**src/rtl/s2p_frame_ctrl.sv**
```systemverilog
// Frame sequencer: gates serial samples into s_to_p, hands each FRAME_LEN-sample frame downstream, then paces the p_to_s unload.
// Latency: o_frame_valid rises 1 cycle after the last accepted sample; o_p2s_load follows the handshake by 1 cycle; first unload shift comes 2 cycles after the handshake.
// Backpressure: o_frame_valid holds until i_frame_ready while the unload is idle; samples arriving in HANDOFF are dropped and flagged on o_overrun; unload stalls on i_out_ready.
// Optional: define S2P_FRAME_CTRL_CONT_EN to re-enter CAPTURE straight after a handshake (back-to-back frames without a new i_sync).
module s2p_frame_ctrl #(
    parameter int FRAME_LEN = 64,
    parameter int CNT_W     = 6
) (
    input  logic             clk,
    input  logic             reset,
    input  logic             i_sync,
    input  logic             i_sample_valid,
    output logic             o_s2p_shift_en,
    output logic [CNT_W-1:0] o_sample_idx,
    output logic             o_frame_valid,
    input  logic             i_frame_ready,
    output logic             o_p2s_load,
    output logic             o_p2s_shift_en,
    input  logic             i_out_ready,
    output logic             o_busy,
    output logic             o_overrun
);

    // The unload counter must hold FRAME_LEN itself, so it needs one more bit than idx.
    localparam int UCNT_W = $clog2(FRAME_LEN + 1);
    localparam logic [CNT_W-1:0]  IDX_LAST  = CNT_W'(FRAME_LEN - 1);
    localparam logic [UCNT_W-1:0] UCNT_LOAD = UCNT_W'(FRAME_LEN);

    typedef enum logic [1:0] {
        S_IDLE,
        S_CAPTURE,
        S_HANDOFF
    } state_t;

    state_t            state;
    state_t            state_nxt;
    logic [CNT_W-1:0]  idx;
    logic [CNT_W-1:0]  idx_nxt;
    logic [UCNT_W-1:0] ucnt;
    logic              frame_valid;
    logic              p2s_load;
    logic              overrun;
    logic              s2p_shift;
    logic              unload_idle;
    logic              handshake;
    logic              p2s_shift;

    assign unload_idle = (ucnt == '0);
    assign handshake   = frame_valid & i_frame_ready & unload_idle;
    // Never shift in the load cycle: p_to_s is busy taking the parallel word.
    assign p2s_shift   = ~unload_idle & i_out_ready & ~p2s_load;

    // Next-state and capture-index logic for the frame FSM.
    always_comb begin
        state_nxt = state;
        idx_nxt   = idx;
        s2p_shift = 1'b0;
        case (state)
            S_IDLE: begin
                if (i_sync) begin
                    state_nxt = S_CAPTURE;
                    idx_nxt   = '0;
                end
            end
            S_CAPTURE: begin
                s2p_shift = i_sample_valid;
                if (i_sync) begin
                    // Resync: a sample arriving with the sync pulse becomes sample 0.
                    idx_nxt = i_sample_valid ? CNT_W'(1) : '0;
                end else if (i_sample_valid) begin
                    if (idx == IDX_LAST) begin
                        state_nxt = S_HANDOFF;
                        idx_nxt   = '0;
                    end else begin
                        idx_nxt = idx + 1'b1;
                    end
                end
            end
            S_HANDOFF: begin
                if (handshake) begin
`ifdef S2P_FRAME_CTRL_CONT_EN
                    state_nxt = S_CAPTURE;
`else
                    state_nxt = S_IDLE;
`endif
                    idx_nxt = '0;
                end
            end
            default: begin
                state_nxt = S_IDLE;
                idx_nxt   = '0;
            end
        endcase
    end

    // FSM state, capture index and registered frame-valid flag.
    always_ff @(posedge clk) begin
        if (!reset) begin
            state       <= S_IDLE;
            idx         <= '0;
            frame_valid <= 1'b0;
        end else begin
            state       <= state_nxt;
            idx         <= idx_nxt;
            frame_valid <= (state_nxt == S_HANDOFF);
        end
    end

    // Unload side: load pulse after the handshake, then count down one per shift.
    always_ff @(posedge clk) begin
        if (!reset) begin
            p2s_load <= 1'b0;
            ucnt     <= '0;
        end else begin
            p2s_load <= handshake;
            if (handshake) begin
                ucnt <= UCNT_LOAD;
            end else if (p2s_shift) begin
                ucnt <= ucnt - 1'b1;
            end
        end
    end

    // Sticky overrun: any sample offered while the frame is parked in HANDOFF is lost.
    always_ff @(posedge clk) begin
        if (!reset) begin
            overrun <= 1'b0;
        end else if ((state == S_HANDOFF) && i_sample_valid) begin
            overrun <= 1'b1;
        end
    end

    assign o_s2p_shift_en = s2p_shift;
    assign o_sample_idx   = idx;
    assign o_frame_valid  = frame_valid;
    assign o_p2s_load     = p2s_load;
    assign o_p2s_shift_en = p2s_shift;
    assign o_busy         = (state != S_IDLE) | ~unload_idle;
    assign o_overrun      = overrun;

endmodule

```
**config.mk**
```make
export PLATFORM = sky130hd
export DESIGN_NAME = s2p_frame_ctrl
export DESIGN_NICKNAME = d
export VERILOG_FILES = /design/src/rtl/s2p_frame_ctrl.sv
export SDC_FILE = /design/constraint.sdc
export NUM_CORES = 1
export LEC_CHECK = 0
export CAP_MARGIN = 20
export CORE_MARGIN = 2
export CORE_UTILIZATION = 44
export DETAILED_ROUTE_END_ITERATION = 16
export PLACE_DENSITY = 0.7
export RECOVER_POWER = 100
export SLEW_MARGIN = 20
export SYNTH_ARGS = -nofsm -noshare
export SYNTH_HDL_FRONTEND = slang
export SYNTH_SLANG_ARGS = --single-unit
export TNS_END_PERCENT = 30
```
**constraint.sdc**
```tcl
create_clock -name clk -period 3.9 [get_ports clk]
set_input_delay 0.39 -clock clk [delete_from_list [all_inputs] [get_ports clk]]
set_output_delay 0.39 -clock clk [all_outputs]
set_load 0.01 [all_outputs]
```
==> summary.md, run 1 <==
| Metric | Value |
|---|---|
| Status | `finished clean` |
| Slew @ Worst Pin | `roughly 0.73 ns` |
| Post-CTS Resized | `0` |
| CTS tree | `done` |
| Highest-count cells in the layout ignoring fill and taps | `18 x dfxtp_1, 13 x dlygate4sd3_1, 12 x nand2_1, 9 x nor2_1, 8 x a21oi_1` |
| Die width | `approximately 49 µm` |
| Initial antenna violation count | `0` |
| Syn Inst Count | `~100` |
| Fin crit share | `0.792` |
| Die Y | `~49 µm` |
| Syn Area/Cell | `8.73 µm²` |
| Initial drt markers | `19` |
| Vias per cell | `between 5 and 6` |
| Crit path max fanout | `5` |
| N_diodes | `0` |
| Reg2Reg Depth | `6` |
| Unique masters post-synth | `41` |
| CTS root buf | `clkbuf_4` |
| Max Fclk | `approximately 0.32 GHz` |
| Final Skew | `approximately 0.0032 ns` |
| Static Leak | `~0.00042 µW` |
| Fin. max-slew vios | `0` |
| Fill cells | `205` |
| Layout cells sized above 1 | `0.0403` |
| Routability congestion estimate | `0.775` |
| CP Class | `flop to output port` |
| Most common cell after layout, fill and taps aside | `dfxtp_1` |
| Critical Path RT | `~3.5 ns` |
| DRC | `0` |
| Setup crit start kind | `flop` |
| Yosys top cell by area | `dfxtp_1` |
| DP Wirelength | `between 1000 and 1500 µm` |
| Layout Nets | `133` |
| Top_reg_cell synth | `dfxtp_1` |
| Yosys warning count | `0` |
| Final wirelength | `~2000 µm` |
| Clock sinks | `18` |
| Number of nets with antenna violations after routing | `0` |
| Syn Nets | `roughly 110` |
| Initial DRT Pass Iterations | `4` |
| Synth Cell Area | `roughly 900 µm²` |
| Overall routing resource usage | `0.177` |
| Initial Utilization | `0.463` |
| Hold Path Depth | `2` |
| First-pass GRT wire length | `between 3000 and 4000 µm` |
| TritonCTS Buffers | `3` |
| Area Overhead vs Synth | `23.4%` |
| Reg-to-reg slack, setup | `between 1 and 1.5 ns` |
| I/O pin cnt | `18` |
| Routed WL per cell | `13.4 µm` |
| Hold Fails Final Rpt | `0` |
| Vias after detailed routing | `852` |
| Total core area | `roughly 2000 µm²` |
| Slew margin rel. | `0.510` |
| # Post-CTS Setup Buffers | `0` |
| FFs w/ async S/R, synth | `0` |
| H-tree depth | `1` |
| Power per cell area | `521 nW/µm²` |
| Total Power | `slightly below 600 µW` |
| Cts hold-fix bufs | `0` |
| Largest cells by area after synthesis | `dfxtp_1 40%, nand2_1 5.0%, a21oi_1 3.9%` |
| Vias in the first global route | `roughly 700` |
| Clock transition at path regs | `approximately 0.11 ns` |
| Flops & latches, synth | `18` |
| DIE AREA | `2440 µm²` |
| RSZ-0062 raised after global routing | `no` |
| Clk Latency, worst-skew pair | `slightly below 0.3 ns` |
| Arr. time, crit path | `~2.7 ns` |
| Num rows | `16` |
| Port Buffers | `17` |
| Crit path capture type | `output port` |
| Pin count of the biggest net entering global routing | `14` |
| Hold Path Class | `flop to flop` |
| Clock tree buffer depth | `2` |
| Final setup vio count | `0` |
| Max VDD drop | `roughly 0.35 mV` |
| EDFF count, synth | `0` |
| Max Cap Viol | `0` |
| Post-synthesis sequential area ratio | `0.397` |
| Setup TNS Final | `0 ns` |
| Top cell type's share of synthesized area | `0.397` |
| Worst slack, placed | `between 1 and 1.5 ns` |
| Total gr overflow | `0` |
| Worst Setup Slack, final | `between 0.8 and 0.9 ns` |
| Min cycle time layout | `3.09 ns` |
-- path summary, 6_finish.rpt --
kind | from | endpoint
worst max-delay path | ucnt[0] | o_busy
worst min register to register | o_overrun | o_overrun
worst max register to register | ucnt[0] | o_sample_idx[5]
worst min-delay path | o_overrun | o_overrun
-- where the power goes --
part	internal [µW]	total [µW]	switching [µW]
clock network	56.9	116	59.4
registers	213	241	27.6
logic	109	228	119
-- per-stage QoR --
| step | area [µm²] | std cells | hold slack (ns) | utilization |
|---|---|---|---|---|
| 3_5_place_dp | 1110 | 147 | 0.469 | 0.565 |
| 6_report | 1120 | 151 | 0.489 | 0.571 |
| 4_1_cts | 1140 | 151 | 0.498 | 0.584 |
| 5_1_grt | 1120 | 151 | 0.516 | 0.571 |
| 2_1_floorplan | 908 | 104 | 0.470 | - |
| 3_3_place_gp | 1110 | 147 | 0.449 | 0.565 |
-- cell usage after synthesis, drive strengths merged (2+ instances only) --
| master | number |
|---|---|
| nor2 | 9 |
| nor2b | 3 |
| a211oi | 2 |
| or4b | 2 |
| o311ai | 2 |
| o21ai | 5 |
| or4 | 3 |
| nand2b | 2 |
| nand2 | 12 |
| inv | 5 |
| ha | 2 |
| a31oi | 2 |
| a21oi | 8 |
| or2 | 2 |
| xnor2 | 2 |
| dfxtp | 18 |
| nand3 | 6 |
-- routing by layer --
metal | track usage | up-vias | share of wire | routed length (µm)
li1 | - | 431 | - | -
met1 | 0.255 | 401 | 0.52 | 1040
met2 | 0.243 | 16 | 0.44 | 880
met3 | 0.0368 | 4 | 0.028 | 56
met4 | 0.0972 | 0 | 0.021 | 42
met5 | 0 | - | 0 | 0
-- cell type report --
cell class,instances,area (µm²),share of cell area
Clock buffer,4,36.3,0.0324
Tap cell,27,33.8,0.0301
Inverter,5,18.8,0.0167
Timing Repair Buffer,17,170,0.152
Sequential cell,18,360,0.321
Multi-Input combinational cell,80,502,0.448
-- worst max-delay path: stages (launching register included) --
cell and delay (ns):
dfxtp_1 0.34, inv_1 0.06, ha_1 0.18, or4b_1 0.52, or2_0 0.29, or4_1 0.40, dlygate4sd3_1 0.61
-- cells by family after synthesis --
group / count (synthesis) / synth area share
buffers and inverters: 6 / 0.0248
adder cells (fa/ha/maj): 2 / 0.0275
multiplexers: 1 / 0.0110
XOR/XNOR: 3 / 0.0289
AO/OA/AOI/OAI: 27 / 0.215
AND/OR/NAND/NOR: 47 / 0.296
flip-flops: 18 / 0.397
-- flip-flops by register name, indices dropped and copies added, names as in the netlist --
register	count
state	2
o_sample_idx	6
o_overrun	1
ucnt	7
o_p2s_load	1
o_frame_valid	1
Note: power is estimated with default switching activity, not from simulation.
==> inputs of run 2 (changes only) <==
clock period = 2.9 ns   (was 3.9 ns; I/O delays follow)
==> summary.md, run 2 (synthesis gave the netlist of run 1 again) <==
| Metric | Value |
|---|---|
| Pin count of the biggest net entering global routing | `14` |
| Dpl cell area | `between 1000 and 1500 µm²` |
| Largest reg by FF count | `ucnt` |
| Power per cell area | `between 600 and 700 nW/µm²` |
| Cts hold-fix bufs | `0` |
| Area occupied by multi-input gates | `502 µm²` |
| DRC | `0` |
| Max stage delay on crit path | `between 0.6 and 0.7 ns` |
| Clk Latency, worst-skew pair | `0.29 ns` |
| Reg-to-reg slack, setup | `0.46 ns` |
| Vias in the first global route | `761` |
| Final setup vio count | `0` |
| Max Cap Viol | `0` |
| Max VDD drop | `around 0.41 mV` |
| Worst slack, placed | `0.401 ns` |
| Initial antenna violation count | `0` |
| Routability congestion estimate | `approximately 0.78` |
| Internal power | `around 480 µW` |
| Most common cell after layout, fill and taps aside | `dfxtp_1` |
| Clock share of power | `0.161` |
| Clock tree buffer depth | `2` |
| Crit path from | `ucnt[0]` |
| Min cycle time layout | `about 2.6 ns` |
| I/O pin cnt | `18` |
| Status | `finished clean` |
| N_diodes | `0` |
| Max reg flops | `7` |
| Layout Nets | `133` |
| Area Overhead vs Synth | `22.2%` |
| Critical Path RT | `roughly 2.6 ns` |
| Slew margin rel. | `0.478` |
| DIE AREA | `roughly 2400 µm²` |
| Overall routing resource usage | `0.195` |
| Setup crit start kind | `flop` |
| Final Skew | `~0.0018 ns` |
| Die width | `49.4 µm` |
| Switching share of total power | `0.367` |
| Hold Path Class | `flop to flop` |
| Vias per cell | `between 5 and 6` |
| H-tree depth | `1` |
| Highest-count cells in the layout ignoring fill and taps | `18 x dfxtp_1, 12 x nand2_1, 12 x dlygate4sd3_1, 9 x nor2_1, 8 x a21oi_1` |
| Static Leak | `around 0.00042 µW` |
| Arr. time, crit path | `2.34 ns` |
| Initial drt markers | `12` |
| TritonCTS Buffers | `3` |
| Port Buffers | `17` |
| Layout cells sized above 1 | `0.0325` |
| Reg2Reg Depth | `6` |
| Hold Path Depth | `2` |
| Fill cells | `between 200 and 250` |
| Num rows | `16` |
| Worst R2R Start | `ucnt[0]` |
| Crit path capture type | `output port` |
| Initial DRT Pass Iterations | `4` |
| Vias after detailed routing | `around 830` |
| # Post-CTS Setup Buffers | `0` |
| CTS root buf | `clkbuf_4` |
| Hold Fails Final Rpt | `0` |
| Crit path max fanout | `5` |
| Final wirelength | `around 2100 µm` |
| Initial Utilization | `0.463` |
| CP Class | `flop to output port` |
| Worst Setup Slack, final | `about 0.27 ns` |
| Clock transition at path regs | `around 0.1 ns` |
| Combinational share of power | `0.414` |
| Fin crit share | `0.909` |
| Die Y | `49.4 µm` |
| HP Start | `o_overrun` |
| Setup TNS Final | `0 ns` |
| Slew @ Worst Pin | `0.776 ns` |
| Fin. max-slew vios | `0` |
| First-pass GRT wire length | `roughly 3600 µm` |
| Register share of total power | `0.425` |
| Slowest-stage cell, CP | `dlygate4sd3_1` |
| CTS tree | `done` |
| Reg-to-Reg End | `o_sample_idx[5]` |
| Number of nets with antenna violations after routing | `0` |
| DP Wirelength | `around 1500 µm` |
| Design Area, Final | `between 1000 and 1500 µm²` |
| Total gr overflow | `0` |
| Reg area | `roughly 360 µm²` |
| Worst hold path endpoint | `o_overrun` |
| Max Fclk | `0.380 GHz` |
| Total core area | `about 2000 µm²` |
| RSZ-0062 raised after global routing | `no` |
| P_sw | `280 µW` |
| Routed WL per cell | `approximately 14 µm` |
| Clock sinks | `18` |
| Worst path cell trace | `inv_1, ha_1, or4b_1, o31a_1, dlygate4sd3_1` |
-- run 2: cell types whose count changed in the layout (fill, tap and decap cells not counted) --
cell            before  now
dlygate4sd3_1       13   12
dlymetal6s2s_1       0    1
o311ai_0             1    0
o311ai_1             1    2
clkbuf_8             1    0
-- run 2: layout make-up --
| type | count | area share |
|---|---|---|
| multi-input combinational | 80 | 0.452 |
| sequential | 18 | 0.325 |
| timing repair buffer | 17 | 0.156 |
| tap | 27 | 0.0304 |
| clock buffer | 3 | 0.0203 |
| inverter | 5 | 0.0169 |
-- run 2: worst max-delay path: cells and delay by family, from the launching register on --
family          cells  cell delay, ns
buf+inv             2            0.68
simple gates        1            0.52
flops               1            0.35
compound gates      1            0.33
fa+ha+maj           1            0.18
-- run 2: stage by stage --
step	utilization	hold WS, ns	instances	total power, µW
3_5_place_dp	0.565	0.474	147	673
4_1_cts	0.577	0.502	150	799
6_report	0.566	0.490	150	763
5_1_grt	0.566	0.545	150	823
3_3_place_gp	0.565	0.452	147	664
2_1_floorplan	-	0.431	104	572
-- run 2: repair_timing --
action | CTS | global route
gates resized for setup | 0 | 1
endpoints found under the hold margin | 0 | 0
endpoints found under the setup margin | 0 | 1
-- run 2: layer usage --
| layer | global-route usage | vias up | part of all wire |
|---|---|---|---|
| met4 | 0.111 | 0 | 0.014 |
| met3 | 0.0276 | 2 | 0.027 |
| li1 | - | 426 | - |
| met1 | 0.270 | 388 | 0.50 |
| met2 | 0.291 | 15 | 0.46 |
| met5 | 0 | - | 0 |
-- run 2: worst max-delay path by stage --
stage	slack [ns]	endpoint	cells after the start
finish	0.27	o_p2s_shift_en	5
global route	0.15	o_p2s_shift_en	5
CTS	0.07	o_busy	6
detailed placement	0.40	o_busy	6
global placement	0.44	o_busy	6
floorplan	0.89	o_busy	5
-- run 2: power by group through the flow --
| stage | clock network, µW | logic [µW] | registers, µW |
|---|---|---|---|
| after floorplan | 0 | 251 | 322 |
| after global placement | 0 | 336 | 328 |
| after detailed placement | 0 | 341 | 332 |
| after CTS | 131 | 343 | 326 |
| after global routing | 139 | 353 | 331 |
| final | 123 | 316 | 325 |
